--- config.mk ---
export PLATFORM = sky130hd
export DESIGN_NAME = button_event_decoder
export DESIGN_NICKNAME = d
export VERILOG_FILES = /design/src/rtl/button_event_decoder.sv
export SDC_FILE = /design/constraint.sdc
export NUM_CORES = 1
export LEC_CHECK = 0
export ABC_AREA = 1
export BUFFER_PORTS_ARGS = -buffer_cell sky130_fd_sc_hd__buf_2
export CORE_MARGIN = 1.5
export CORE_UTILIZATION = 50
export DETAILED_ROUTE_END_ITERATION = 8
export PLACE_DENSITY = 0.67
export SLEW_MARGIN = 20
export SYNTH_ARGS = -nofsm -noshare
export SYNTH_HDL_FRONTEND = slang
export SYNTH_SLANG_ARGS = --single-unit
--- constraint.sdc ---
create_clock -name clk -period 5.2 [get_ports clk]
set_clock_uncertainty 0.05 [all_clocks]
set_input_delay 0.52 -clock clk [delete_from_list [all_inputs] [get_ports clk]]
set_output_delay 0.52 -clock clk [all_outputs]
set_load 0.05 [all_outputs]
--- src/rtl/button_event_decoder.sv ---
// button_event_decoder
// Turns a debounced, clock-synchronous button level into single-cycle gesture
// pulses: press, release, single click, double click and long press.
// Optional feature macro: BTN_AUTO_REPEAT_EN adds periodic repeat pulses while
// a long press is held; without it repeat_pulse is tied low.
module button_event_decoder #(
    parameter int CLK_PERIOD_NS = 20,
    parameter int LONG_PRESS_MS = 1000,
    parameter int DOUBLE_GAP_MS = 300,
    parameter int REPEAT_MS     = 200
) (
    input  logic clk,
    input  logic rst,
    input  logic btn_level,
    output logic press_pulse,
    output logic release_pulse,
    output logic click_pulse,
    output logic double_pulse,
    output logic long_pulse,
    output logic repeat_pulse,
    output logic btn_held
);

    // 64-bit intermediate so large ms values do not overflow before division
    localparam longint NS_PER_MS  = 64'd1_000_000;
    localparam int     LONG_CNT   = int'(longint'(LONG_PRESS_MS) * NS_PER_MS / longint'(CLK_PERIOD_NS));
    localparam int     GAP_CNT    = int'(longint'(DOUBLE_GAP_MS) * NS_PER_MS / longint'(CLK_PERIOD_NS));
    localparam int     REPEAT_CNT = int'(longint'(REPEAT_MS)     * NS_PER_MS / longint'(CLK_PERIOD_NS));
    localparam int     MAX_LG     = (LONG_CNT > GAP_CNT) ? LONG_CNT : GAP_CNT;
    localparam int     MAX_CNT    = (MAX_LG > REPEAT_CNT) ? MAX_LG : REPEAT_CNT;
    localparam int     CW         = (MAX_CNT > 2) ? $clog2(MAX_CNT) : 1;

    typedef enum logic [2:0] {IDLE, PRESS1, GAP, PRESS2, LONG} state_t;

    state_t          state_q, state_d;
    logic [CW-1:0]   cnt_q, cnt_d;
    logic            btn_dly_q, btn_dly_d;   // previous-cycle btn_level
    logic            press_q, press_d;
    logic            release_q, release_d;
    logic            click_q, click_d;
    logic            double_q, double_d;
    logic            long_q, long_d;
    logic            held_q, held_d;
    logic            rise, fall, long_hit, gap_hit;

    assign rise     = btn_level & ~btn_dly_q;
    assign fall     = ~btn_level & btn_dly_q;
    assign long_hit = (cnt_q == CW'(LONG_CNT - 1));
    assign gap_hit  = (cnt_q == CW'(GAP_CNT - 1));

    // Next-state and pulse decode; an input edge always wins over counter expiry
    always_comb begin
        state_d   = state_q;
        press_d   = 1'b0;
        release_d = 1'b0;
        click_d   = 1'b0;
        double_d  = 1'b0;
        long_d    = 1'b0;
        unique case (state_q)
            IDLE: if (rise) begin
                state_d = PRESS1;
                press_d = 1'b1;
            end
            PRESS1: if (fall) begin
                state_d   = GAP;
                release_d = 1'b1;
            end else if (long_hit) begin
                state_d = LONG;
                long_d  = 1'b1;
            end
            GAP: if (rise) begin
                state_d = PRESS2;
                press_d = 1'b1;
            end else if (gap_hit) begin
                state_d = IDLE;
                click_d = 1'b1;
            end
            PRESS2: if (fall) begin
                state_d   = IDLE;
                release_d = 1'b1;
                double_d  = 1'b1;
            end else if (long_hit) begin
                state_d = LONG;
                long_d  = 1'b1;
            end
            LONG: if (fall) begin
                state_d   = IDLE;
                release_d = 1'b1;
            end
            default: state_d = IDLE;
        endcase
        held_d    = (state_d == PRESS1) || (state_d == PRESS2) || (state_d == LONG);
        btn_dly_d = btn_level;
        // shared timer: restart on any state change, otherwise count and saturate
        if (state_d != state_q)  cnt_d = '0;
        else if (cnt_q != '1)    cnt_d = cnt_q + CW'(1);
        else                     cnt_d = cnt_q;
    end

    // State, timer, edge-detect and output registers
    always_ff @(posedge clk or posedge rst) begin
        if (rst) begin
            state_q   <= IDLE;
            cnt_q     <= '0;
            btn_dly_q <= 1'b0;
            press_q   <= 1'b0;
            release_q <= 1'b0;
            click_q   <= 1'b0;
            double_q  <= 1'b0;
            long_q    <= 1'b0;
            held_q    <= 1'b0;
        end else begin
            state_q   <= state_d;
            cnt_q     <= cnt_d;
            btn_dly_q <= btn_dly_d;
            press_q   <= press_d;
            release_q <= release_d;
            click_q   <= click_d;
            double_q  <= double_d;
            long_q    <= long_d;
            held_q    <= held_d;
        end
    end

    assign press_pulse   = press_q;
    assign release_pulse = release_q;
    assign click_pulse   = click_q;
    assign double_pulse  = double_q;
    assign long_pulse    = long_q;
    assign btn_held      = held_q;

`ifdef BTN_AUTO_REPEAT_EN
    localparam int RW = (REPEAT_CNT > 2) ? $clog2(REPEAT_CNT) : 1;

    logic [RW-1:0] rcnt_q, rcnt_d;
    logic          repeat_q, repeat_d;

    // Repeat timer runs only while staying in LONG; a release edge suppresses it
    always_comb begin
        rcnt_d   = '0;
        repeat_d = 1'b0;
        if (state_q == LONG && !fall) begin
            if (rcnt_q == RW'(REPEAT_CNT - 1)) begin
                repeat_d = 1'b1;
                rcnt_d   = '0;
            end else begin
                rcnt_d   = rcnt_q + RW'(1);
            end
        end
    end

    // Repeat timer and pulse registers
    always_ff @(posedge clk or posedge rst) begin
        if (rst) begin
            rcnt_q   <= '0;
            repeat_q <= 1'b0;
        end else begin
            rcnt_q   <= rcnt_d;
            repeat_q <= repeat_d;
        end
    end

    assign repeat_pulse = repeat_q;
`else
    assign repeat_pulse = 1'b0;
`endif

endmodule

Yosys cells after proc, flatten, opt, wreduce, memory -nomap -nowiden

Index checks and enable logic that the tools add are counted.

$add $sub $neg: 1
Multipliers: 0
Divide/modulo/power cells: 0
Order comparisons: 0
Equal/unequal tests: 11
Shift-type cells: 0
Multiplexer cells: 21
Bitwise gates (word level): 4
Reductions and logical operators: 7

Operators with widths:

| operator                | number |
|---|---|
| $mux W26                | 2 |
| $add A26 B1 Y26 const B | 1 |
| $eq A26 B24 Y1 const B  | 1 |
| $eq A26 B26 Y1 const B  | 1 |
| $ne A26 B26 Y1 const B  | 1 |
| $mux W3                 | 7 |
| $pmux W3 S5             | 1 |
| $mux W1                 | 11 |
| $eq A3 B2 Y1 const B    | 3 |
| $eq A3 B1 Y1 const B    | 2 |
| $eq A3 B3 Y1 const B    | 2 |
| $reduce_or A2 Y1        | 2 |
| $logic_not A3 Y1        | 1 |
| $ne A3 B3 Y1            | 1 |
| $reduce_or A3 Y1        | 1 |
| $and A1 B1 Y1           | 2 |
| $logic_or A1 B1 Y1      | 2 |
| $not A1 Y1              | 2 |
| $reduce_bool A2 Y1      | 1 |

Flip-flop bits (word level): 36
Latch bits: 0
Memory bits (writable): 0
ROM bits: 0
Bits of input ports: 3
Output and inout bits: 7
Memories: 0

Depth between registers and ports, before layout

Depth in word-level cells: 7
Gate-level depth with buffers: 15
Mapped depth without buffers: 13

Worst setup path before layout

No wires, ideal clock.

Path type: register to register
Start: register cnt_q[0]
End: register cnt_q[21]
Setup time: 0.120 ns
Data arrival time: 1.647 ns
Required time: 5.030 ns
Slack: 3.383 ns
Cell stages (with the launch flop): 11
Path buffers: 1
Clock period less this slack: 1.817 ns
Cell sequence: dfrtp_1 > ha_1 > inv_1 > nor2_4 > nand3_1 > nor2_2 > nand4_2 > buf_2 > nand3_1 > xor2_1 > nor2_2

Cells in the longest elaborated chain, start to end: 6

RTL lines:

| element                                          | line       | text |
|---|---|---|
| start, declared                                  | 36         | `logic [CW-1:0] cnt_q, cnt_d;` |
| start signal, assigned                           | 114        | `cnt_q <= cnt_d;` |
| $eq A26 B26 Y1 or $eq A26 B24 Y1 (tied branches) | 48, 49     |  |
| $mux W3, on equally long branches                | 67, 82, 74 |  |
| $mux W3, on equally long branches                | 78, 64, 71 |  |
| $pmux W3 S5                                      | 59         | `unique case (state_q)` |
| $ne A3 B3 Y1                                     | 95         | `if (state_d != state_q) cnt_d = '0;` |
| $mux W26 or $reduce_bool A2 Y1 (tied branches)   | n/a        |  |

Several ways; a longest one is shown, not always the timed one. The select of a mux whose other input is x is not followed.
A chain may end at the register's enable or synchronous reset.

Worst setup path in the final report

Start: register cnt_q[0]
End: register cnt_q[22]

The elaborated chain is that of the path after synthesis.

==> results_dict.tcl <==
set metrics [dict create \
    synthXorXnorAreaFrac 0.0431 \
    rows 24 \
    grt_pass1_vias 1775 \
    grt_pass1_wl_um 8170 \
    powerDensity_nw_per_um2 366 \
    ys_types 29 \
    cts_hold_buffers 0 \
    crit_type "reg -> reg" \
    critPathCaptureType "register" \
    ant_nets 0 \
    rsz0062_at_grt "false" \
    ys_ff_latch 36 \
    clockBufferDepth 2 \
    crit_path_cell_trace "ha_1, inv_1, nor2_4, nand3_1, nor2_2, nand4_2, nand3b_1, nor2_1, nand2_1, nand2_1, nand2_1, nor2_1" \
    status "finished clean" \
    h-tree-depth 2 \
    pwr-share-comb 0.270 \
    rrSetupSlack_ps 2990 \
    gp_routability_congestion 0.850 \
    fp.coreArea_sq_um 4320 \
    p_sw_mw 0.303 \
    cap_violations 0 \
    num_antenna_cells 0 \
    first_pass_iters 4 \
    synthCells 302 \
    synth-simple-area-share 0.407 \
    min_path_type "in -> async" \
    via_count 1887 \
    max_freq_mhz 452 \
    cts_setup_buffers 0 \
    dieArea_sq_um 4880 \
    antenna_found_initial 0 \
    layout_commonest_cell "nand2_1" \
    ys_async_sr_fraction 1.00 \
    fin_hold_ws_ps 257 \
    drt_iter0_drc 136 \
    setup_viol 0 \
    critPathMaxFanout 14 \
    slew_viol_final 0 \
    synthAdderAreaFrac 0.00560 \
    syn-num-nets 306 \
    cp-endpoint "cnt_q[22]" \
    numCtsBuffers 5 \
    reg2regPathDepth 12 \
    synth_top_family_by_area "simple AND/OR/NAND/NOR gates" \
    post-route-period-util 0.426 \
    p_clk_frac 0.380 \
    cts_sinks 36 \
    initial_core_util 0.517 \
    pin_count 10 \
    netlist_area_sq_um 2240 \
    dieWidth_um 69.9 \
    internal_power_mw 0.598 \
    ys.flop_type "dfrtp_1" \
    yosysWarnings 0 \
    drc 0 \
    p_leak_nw 1.10 \
    pwr-share-seq 0.350 \
    dp_hpwl_um 3390 \
    worstPathArrival_ps 2330 \
    peakVddDrop_uv 133 \
    total_power_mw 0.901 \
    slowest_stage "dfrtp_1" \
    synth.area.mux_share 0.00504 \
    gr-total-overflow 0 \
    grt_max_degree 37 \
    cts_tree "built" \
    area_growth_pct 10.1 \
    numPortBuffers 8 \
    fin_crit_ps 2210 \
    grt_usage 0.206 \
    r2r_end "cnt_q[22]" \
    root_buffer "clkbuf_8" \
    drive_above_1_share 0.182 \
    r2r_start "cnt_q[0]" \
    synth-edff-count 0 \
    layout_common_cells "nand2_1 (51), nor2_1 (50), inv_1 (41), dfrtp_1 (36), nand3_1 (25)" \
    utilization 0.569 \
    worstSkewPairLatency_ps 290 \
    slowest_delay_ps 380 \
    yosysSeqAreaShare 0.403 \
    hold_viol_final 0 \
    worst-path-buf-inv 1 \
    critPathRequiredTime_ps 5310 \
    cp-start-kind "register" \
    ctsResizeCount 0 \
    synth.avg_cell_area_sq_um 7.40 \
    viasPerCell 5.17 \
    swShare 0.337 \
    clkTransAtPathRegs_ps 80 \
    crit_cells 12 \
    routedWlPerCell_um 12.6 \
    crit_start "cnt_q[0]" \
    finalSetupTns_ps 0 \
    wirelength_um 4600 \
    die_h_um 69.9 \
    synth_compound_area_frac 0.0459 \
    crit_family "simple AND/OR/NAND/NOR gates" \
    nets 316 \
    cpMostUsedCell "nand2_1" \
]
-- Yosys cell counts (2+ instances only) --
| master | instances | area share |
|---|---|---|
| nand2_1 | 51 | 0.086 |
| nor2_1 | 50 | 0.084 |
| inv_1 | 41 | 0.069 |
| dfrtp_1 | 36 | 0.40 |
| nand3_1 | 25 | 0.056 |
| nor2_2 | 24 | 0.067 |
| o21ai_0 | 12 | 0.027 |
| nand4_1 | 9 | 0.025 |
| xor2_1 | 9 | 0.035 |
| nand2_2 | 8 | 0.022 |
| nor3_1 | 6 | 0.013 |
| nor4_1 | 4 | 0.011 |
| buf_2 | 3 | 0.0067 |
| nor2_4 | 3 | 0.015 |
| o22ai_1 | 3 | 0.0084 |
| a21oi_1 | 2 | 0.0045 |
| buf_6 | 2 | 0.010 |
| nand3_2 | 2 | 0.0090 |
| xnor2_1 | 2 | 0.0078 |
-- per-stage QoR --
step	setup WS, ps	instances	cell area [sq um]
3_3_place_gp	3110	357	2300
5_1_grt	2760	365	2460
4_1_cts	3010	365	2460
2_1_floorplan	3380	302	2240
3_5_place_dp	3030	357	2300
6_report	2990	365	2460
-- sequential cells by signal, summed over array words and instances, names as in the netlist --
| signal | cells |
|---|---|
| click_pulse | 1 |
| double_pulse | 1 |
| state_q | 3 |
| btn_dly_q | 1 |
| press_pulse | 1 |
| long_pulse | 1 |
| release_pulse | 1 |
| cnt_q | 26 |
| btn_held | 1 |
-- worst reg2reg max path, delay by kind of cell, from the launching register on --
kind,cells,cell delay (ps)
and+or+nand+nor,10,1390
buffers and inverters,1,70
adders and majority gates,1,190
DFF,1,380
-- cells by family (layout without fill, tap and decap cells) --
group | count (synthesis) | in the layout
simple gates | 186 | 186
xor+xnor | 11 | 11
compound gates | 19 | 19
flops | 36 | 36
buf+inv | 47 | 58
other cells | 1 | 1
fa+ha+maj | 1 | 1
mux | 1 | 1
-- power by group through the flow --
stage / clock (mW) / combinational, mW / sequential, mW
2_1_floorplan: 0 / 0.209 / 0.342
3_3_place_gp: 0 / 0.246 / 0.320
3_5_place_dp: 0 / 0.249 / 0.320
4_1_cts: 0.351 / 0.249 / 0.315
5_1_grt: 0.358 / 0.273 / 0.318
6_report: 0.343 / 0.243 / 0.315
-- routing by layer --
| metal | GRT usage | up-vias | wire (um) |
|---|---|---|---|
| met5 | 0 | - | 0 |
| met4 | 0.0684 | 0 | 65 |
| met3 | 0.0332 | 7 | 142 |
| met2 | 0.322 | 37 | 2090 |
| met1 | 0.294 | 867 | 2300 |
| li1 | - | 976 | - |
-- worst min-delay path by stage --
stage	start	end	slack [ps]	cells after the start
final	rst	click_pulse	260	3
after global routing	btn_level	btn_dly_q	290	1
after CTS	rst	click_pulse	280	3
after detailed placement	state_q[2]	double_pulse	500	1
after global placement	state_q[2]	double_pulse	480	1
after floorplan	state_q[2]	double_pulse	440	1
-- cell type report --
class	count	area (sq um)
clock buffers	5	68.8
clock inverters	3	90.1
fillers	408	1860
inverters	41	154
multi-input cells	219	1140
flip-flops and latches	36	901
well taps	52	65.1
repair buffers	9	47.5
Power figures use the tool's default switching activity.
